[src/rtl/uid_word_capture.sv]
// Captures the UID words read from the UID ROM, packs them MSB-first into one
// vector and compares the result against an expected UID.
module uid_word_capture #(
    parameter int DATA_W     = 16,
    parameter int FIRST_ADDR = 1,
    parameter int LAST_ADDR  = 5,
    parameter int NUM_WORDS  = 5,
    parameter int RD_LAT     = 2
) (
    input  logic                        clk,
    input  logic                        rst,
    input  logic [2:0]                  address,
    input  logic [DATA_W-1:0]           q,
    input  logic [NUM_WORDS*DATA_W-1:0] exp_uid,
    output logic [NUM_WORDS*DATA_W-1:0] uid,
    output logic                        uid_valid,
    output logic                        match,
    output logic                        err,
    output logic                        busy
);

    localparam int          UID_W     = NUM_WORDS * DATA_W;
    localparam logic [2:0]  FIRST_A   = FIRST_ADDR[2:0];
    localparam logic [2:0]  LAST_A    = LAST_ADDR[2:0];
    localparam logic [2:0]  LAST_SLOT = 3'(LAST_ADDR - FIRST_ADDR);
    localparam logic [2:0]  LAT_LOAD  = 3'(RD_LAT - 1);

    typedef enum logic [2:0] {
        IDLE,
        WAIT_LAT,
        CAPTURE,
        CHECK,
        DONE
    } state_t;

    state_t                 state, state_nxt;
    logic [2:0]             prev_addr;
    logic                   primed;
    logic [2:0]             cnt, cnt_nxt;
    logic [2:0]             slot, slot_nxt;
    logic [NUM_WORDS-1:0]   mask, mask_nxt;
    logic [UID_W-1:0]       uid_nxt;
    logic                   uid_valid_nxt, match_nxt, err_nxt, busy_nxt;

    logic                   addr_chg;
    logic                   restart;
    logic                   in_range;
    state_t                 start_state;

    // prev_addr is only trusted after one clock out of reset, so an address
    // already parked on a UID word at reset release is not taken as a change.
    assign addr_chg    = primed && (address != prev_addr);
    assign restart     = addr_chg && (address == '0);
    assign in_range    = (address >= FIRST_A) && (address <= LAST_A);
    // CAPTURE is the cycle in which the latency counter sits at zero.
    assign start_state = (LAT_LOAD == '0) ? CAPTURE : WAIT_LAT;

    always_comb begin
        state_nxt     = state;
        cnt_nxt       = cnt;
        slot_nxt      = slot;
        mask_nxt      = mask;
        uid_nxt       = uid;
        uid_valid_nxt = uid_valid;
        match_nxt     = match;
        err_nxt       = err;
        busy_nxt      = busy;

        if (restart) begin
            state_nxt     = IDLE;
            cnt_nxt       = '0;
            mask_nxt      = '0;
            uid_valid_nxt = 1'b0;
            match_nxt     = 1'b0;
            err_nxt       = 1'b0;
            busy_nxt      = 1'b0;
        end else begin
            case (state)
                IDLE: begin
                    if (addr_chg && in_range) begin
                        cnt_nxt   = LAT_LOAD;
                        slot_nxt  = address - FIRST_A;
                        busy_nxt  = 1'b1;
                        state_nxt = start_state;
                    end
                end

                WAIT_LAT: begin
                    if (addr_chg) begin
                        err_nxt = 1'b1;
                        if (in_range) begin
                            cnt_nxt   = LAT_LOAD;
                            slot_nxt  = address - FIRST_A;
                            state_nxt = start_state;
                        end else begin
                            state_nxt = IDLE;
                        end
                    end else begin
                        cnt_nxt = cnt - 3'd1;
                        if (cnt == 3'd1) begin
                            state_nxt = CAPTURE;
                        end
                    end
                end

                CAPTURE: begin
                    if (addr_chg) begin
                        err_nxt = 1'b1;
                        if (in_range) begin
                            cnt_nxt   = LAT_LOAD;
                            slot_nxt  = address - FIRST_A;
                            state_nxt = start_state;
                        end else begin
                            state_nxt = IDLE;
                        end
                    end else begin
                        for (int unsigned i = 0; i < NUM_WORDS; i++) begin
                            if (slot == 3'(i)) begin
                                uid_nxt[(NUM_WORDS-1-i)*DATA_W +: DATA_W] = q;
                                mask_nxt[i] = 1'b1;
                            end
                        end
                        state_nxt = (slot == LAST_SLOT) ? CHECK : IDLE;
                    end
                end

                CHECK: begin
                    uid_valid_nxt = 1'b1;
                    busy_nxt      = 1'b0;
                    match_nxt     = (uid == exp_uid) && (&mask);
                    if (!(&mask)) begin
                        err_nxt = 1'b1;
                    end
                    state_nxt = DONE;
                end

                DONE: begin
                    state_nxt = DONE;
                end

                default: begin
                    state_nxt = IDLE;
                end
            endcase
        end
    end

    always_ff @(posedge clk or negedge rst) begin
        if (!rst) begin
            state     <= IDLE;
            prev_addr <= '0;
            primed    <= 1'b0;
            cnt       <= '0;
            slot      <= '0;
            mask      <= '0;
            uid       <= '0;
            uid_valid <= 1'b0;
            match     <= 1'b0;
            err       <= 1'b0;
            busy      <= 1'b0;
        end else begin
            state     <= state_nxt;
            prev_addr <= address;
            primed    <= 1'b1;
            cnt       <= cnt_nxt;
            slot      <= slot_nxt;
            mask      <= mask_nxt;
            uid       <= uid_nxt;
            uid_valid <= uid_valid_nxt;
            match     <= match_nxt;
            err       <= err_nxt;
            busy      <= busy_nxt;
        end
    end

endmodule

[config.mk]
export PLATFORM = sky130hd
export DESIGN_NAME = uid_word_capture
export DESIGN_NICKNAME = d
export VERILOG_FILES = /design/src/rtl/uid_word_capture.sv
export SDC_FILE = /design/constraint.sdc
export NUM_CORES = 1
export LEC_CHECK = 0
export CAP_MARGIN = 10
export CORE_MARGIN = 3
export CORE_UTILIZATION = 35
export DETAILED_ROUTE_END_ITERATION = 16
export PLACE_DENSITY = 0.78
export SLEW_MARGIN = 20
export SYNTH_ARGS = -nofsm -noshare
export SYNTH_HDL_FRONTEND = slang
export SYNTH_SLANG_ARGS = --single-unit
[constraint.sdc]
create_clock -name clk -period 4.6 [get_ports clk]
set_input_delay 0.69 -clock clk [delete_from_list [all_inputs] [get_ports clk]]
set_output_delay 0.69 -clock clk [all_outputs]
set_load 0.03 [all_outputs]
Word level (Yosys, flattened, before mapping)
Index checks and enable logic that the tools add are counted.
{"block": "word_totals", "regBits": 102, "input_bits": 101, "output_inout_bits": 84, "wordCells": 118}
{"block": "op_classes", "n_addsub": 2, "n_lt_le_gt_ge": 2, "eq_ne": 20, "mux": 36, "bitwise": 2, "n_reduce_logical": 37}
{"cell": "equality test 80 bit", "count": 1}
{"cell": "2-to-1 mux 3 bit", "count": 12}
{"cell": "AND reduction 3 bit", "count": 7}
{"cell": "AND reduction 4 bit", "count": 5}
{"cell": "nonzero test 2 bit", "count": 8}
{"cell": "2-to-1 mux 1 bit", "count": 15}
{"cell": "2-to-1 mux 5 bit", "count": 3}
{"cell": "equality test 3 x 2 -> 1 bit, second input constant", "count": 4}
{"cell": "case mux 3 bit (4 select lines)", "count": 1}
{"cell": "AND reduction 5 bit", "count": 2}
{"cell": "equality test 3 x 1 -> 1 bit, second input constant", "count": 3}
{"cell": "logical NOT 3 bit", "count": 3}
{"cell": "!= test 3 bit, second input constant", "count": 3}
{"cell": "case mux 3 bit (3 select lines)", "count": 1}
{"cell": "equality test 3 bit, second input constant", "count": 2}
{"cell": "!= test 2 x 1 -> 1 bit, second input constant", "count": 3}
{"cell": "case mux 3 bit (2 select lines)", "count": 1}
{"cell": "nonzero test 3 bit", "count": 2}
{"cell": "subtractor 3 x 1 -> 3 bit, second input constant", "count": 2}
{"cell": "logical AND 1 bit", "count": 5}
{"cell": "!= test 4 bit, second input constant", "count": 1}
{"cell": "case mux 1 bit (2 select lines)", "count": 2}
{"cell": "AND reduction 2 bit", "count": 2}
{"cell": "nonzero test 4 bit", "count": 1}
{"cell": "8 further kinds", "count": 10}

Longest topological paths before layout
{"block": "depth", "word_depth": 6, "ltp_mapped": 7, "depth_no_buf": 7}

Worst setup path after synthesis
OpenSTA, ideal clock, no wires.
{"block": "synth_timing", "kind": "in2reg", "start": "input address[1]", "end": "register uid[55]", "setup_time_ps": 125, "arrival_ps": 2717, "required_ps": 4475, "setup_slack_ps": 1758, "cell_stages": 7, "path_buffers": 2, "cell_sequence": "xor2_1 -> o31a_1 -> or4_4 -> buf_6 -> nor3b_4 -> buf_8 -> mux2_4"}
{"block": "synth_via", "elab_chain_len": 5, "elab_cells_between_ends": 7, "cone_classes": "1 x eq/ne; 2 x bitwise; 4 x reduce/logical"}
{"element": "start, declared", "line_no": "12", "text": "input logic [2:0] address,"}
{"element": "!= test 3 bit", "line_no": "52", "text": "assign addr_chg = primed && (address != prev_addr);"}
{"element": "logical AND 1 bit", "line_no": "52"}
{"element": "logical AND 1 bit", "line_no": "53", "text": "assign restart = addr_chg && (address == '0);"}
{"element": "NOT 1 bit (no source line)"}
{"element": "AND reduction 4 bit (no source line) (*)"}
{"element": "end signal, assigned", "line_no": "168", "text": "uid <= uid_nxt;"}
{"element": "end, declared", "line_no": "15", "text": "output logic [NUM_WORDS*DATA_W-1:0] uid,"}
Mark *: on every way between the ends. The rest lies on a longest branch, timed or not.
A chain may end at the register's enable or synchronous reset.

Worst setup path in the final report
{"block": "layout_timing", "start": "input address[1]", "end": "register uid[39]"}
Same word-level chain as after synthesis.

==> results.cfg <==
[power]
p_total_uw = 4696
powerDensity_nw_per_um2 = 641.0
p_leak_uw = 0.002925
ir_drop_uv = 414.1

[cells_and_area]
drive_above_1_share_pct = 18.64
area_delta_synth_final_pct = 47.44
layout.cells.most_common = clkdlybuf4s50_1
final_core_util_pct = 54.03
final_area_um2 = 7326
antenna_cells = 0
final_cell_mix = clkdlybuf4s50_1 (183), dfrtp_1 (102), xnor2_1 (80)
finish.net_count = 675

[clock_tree]
clock_sinks = 102
clkLatencyLatePin_ps = 340
cts_root_buf = clkbuf_16
cts_hold_buf = 0
cts_tree = built
cts.path.max_buffers = 2
cts_resized = 0
cts_max_level = 3
clk_pin_slew_ps = 70
cts_made_buffers = 9
post_cts_buffers = 0

[synthesis]
synthTopCellsByArea = dfrtp_1 (51%), mux2_2 (16%), xnor2_1 (14%)
yosys_register_bits = 102
syn_area_per_cell_um2 = 13.14
postSynthCellCount = 378
synth.top_cell.area_share_pct = 51.37
synthesis.nets = 484
synth_area_leader_cell = dfrtp_1
ys.flop_type = dfrtp_1
yosysWarnings = 0
synth_area_um2 = 4969
yosysSeqAreaShare_pct = 51.37
synth_cell_types = 43
synth-edff-count = 0
async_flop_share_pct = 100.0

[detailed_routing]
drt_first_iter_violations = 229
totalWireLength_mm = 14.61
num_vias = 3709
met1Wirelength_mm = 6.324
top_layer = met4
post_drt_wl_per_cell_um = 19.48
postRouteAntennaNets = 0
vias_per_cell = 4.945
wl_met3_um = 646
drtPass1Iterations = 4
remaining_drc_errors = 0
wl_met2_mm = 7.554

[sta]
period_needed_ps = 3318
fin_setup_tns_ps = 0
tightest_slew_ps = 883.0
rsz0062_at_grt = false
fin_skew_ps = 13.57
whs_ps = 437.5
max_freq_ghz = 0.3013
fin_crit_sh_pct = 72.14
slew_headroom_pct = 40.94
slew_viol_final = 0
finalHoldViolations = 0
setup_viol = 0

[job]
drv_cap = 0

[grt]
grt.total_usage_pct = 18.34
antenna_found_initial = 0
overflow = 0
grt_pass1_wl_mm = 22.49
grt_max_degree = 64
grt_pass1_vias = 3967

[critical_path]
critical_path_class = input port to flip-flop
r2r_cells = 5
worstPathRequired_ps = 4820
regToRegStartpoint = prev_addr[1]
crit_start = address[1]
rr_endpoint = uid[39]
slowest_stage = nor3_4
startpoint_type = input port
critical_path.endpoint_type = flip-flop
cp_max_fo = 17
r2r_slack_ps = 1800
worstPathCellList = clkdlybuf4s50_1 > xor2_1 > o31a_1 > or4_4 > nor3_4 > mux2_2
cpPeakStageDelay_ps = 710
crit_buf_inv = 1
worstPathArrival_ps = 3540
cp_top_family = simple AND/OR/NAND/NOR gates

[placed_design]
place_area_um2 = 7000
io_buffers = 184
gp_congestion = 0.7836
dp_hpwl_mm = 11.35

[floorplanning]
rows = 42
fp.dieW_um = 125.1
pin_count = 185
start_util_pct = 36.65
die_y_um = 125.1
core_um2 = 13560
dieArea_um2 = 15660

[worst_hold_path]
hold_path_class = input port to async pin

[run_status]
status = finished clean
## per-layer routing
metal | up-vias | global-route usage (%)
li1 | 1723 | -
met1 | 1867 | 23.29
met2 | 113 | 32.81
met3 | 6 | 4.136
met4 | 0 | 2.679
met5 | - | 0
## kinds of logic (layout without fill, tap and decap cells)
group	after synthesis	in the layout	share of synthesized area, %
buffers and inverters	16	212	1.762
AOI/OAI and AO/OA	23	23	3.198
and+or+nand+nor	65	65	8.260
muxes	83	83	19.44
xor gates and xnor gates	83	83	14.63
adders and majority gates	5	5	1.259
other	1	1	0.07548
DFF	102	102	51.37
## state kept, by name, summed over array words and instances, names as in the netlist, 3 cells and up
register	cells
state	3
slot	3
uid	80
prev_addr	3
cnt	3
mask	5
## cell usage after synthesis, types with 3 or more instances
master	n
a21o_1	3
a21oi_1	5
clkbuf_1	3
dfrtp_1	102
ha_1	5
inv_1	8
mux2_2	72
mux2_4	9
nand2_1	3
nand2b_1	4
nand3_1	6
nand4_1	21
nor2_1	11
nor3_1	4
nor4_1	4
o21a_1	4
xnor2_1	80
xor2_1	3
## how the worst max path moves through the flow
stage,to,slack (ps),cells after the start
after floorplan,uid[55],1760,7
after global placement,uid[33],1020,6
after detailed placement,uid[40],900,6
after CTS,uid[44],1270,6
after global routing,uid[44],1150,6
final,uid[39],1280,6
## area by class of cell
cell class | instances | area [um2]
clock inverter | 7 | 100.1
clock buffer | 9 | 225.2
sequential | 102 | 2552
fill | 1199 | 6232
multi-input combinational | 260 | 2328
tap | 176 | 220.2
inverter | 8 | 30.03
timing repair buffer | 188 | 1869
## per-stage QoR
step / cells / worst slack, ps
after floorplan: 378 / 1758
after global placement: 734 / 1021
after detailed placement: 734 / 896.6
after CTS: 750 / 1270
after global routing: 750 / 1155
final: 750 / 1282
## where the power goes
part	switching (uW)	total, uW	internal, uW	leakage, uW
combinational	1110	2220	1110	0.00150
sequential	415	1670	1260	0.00127
clock	366	807	440	0.000158
(Power assumes the default switching activity.)
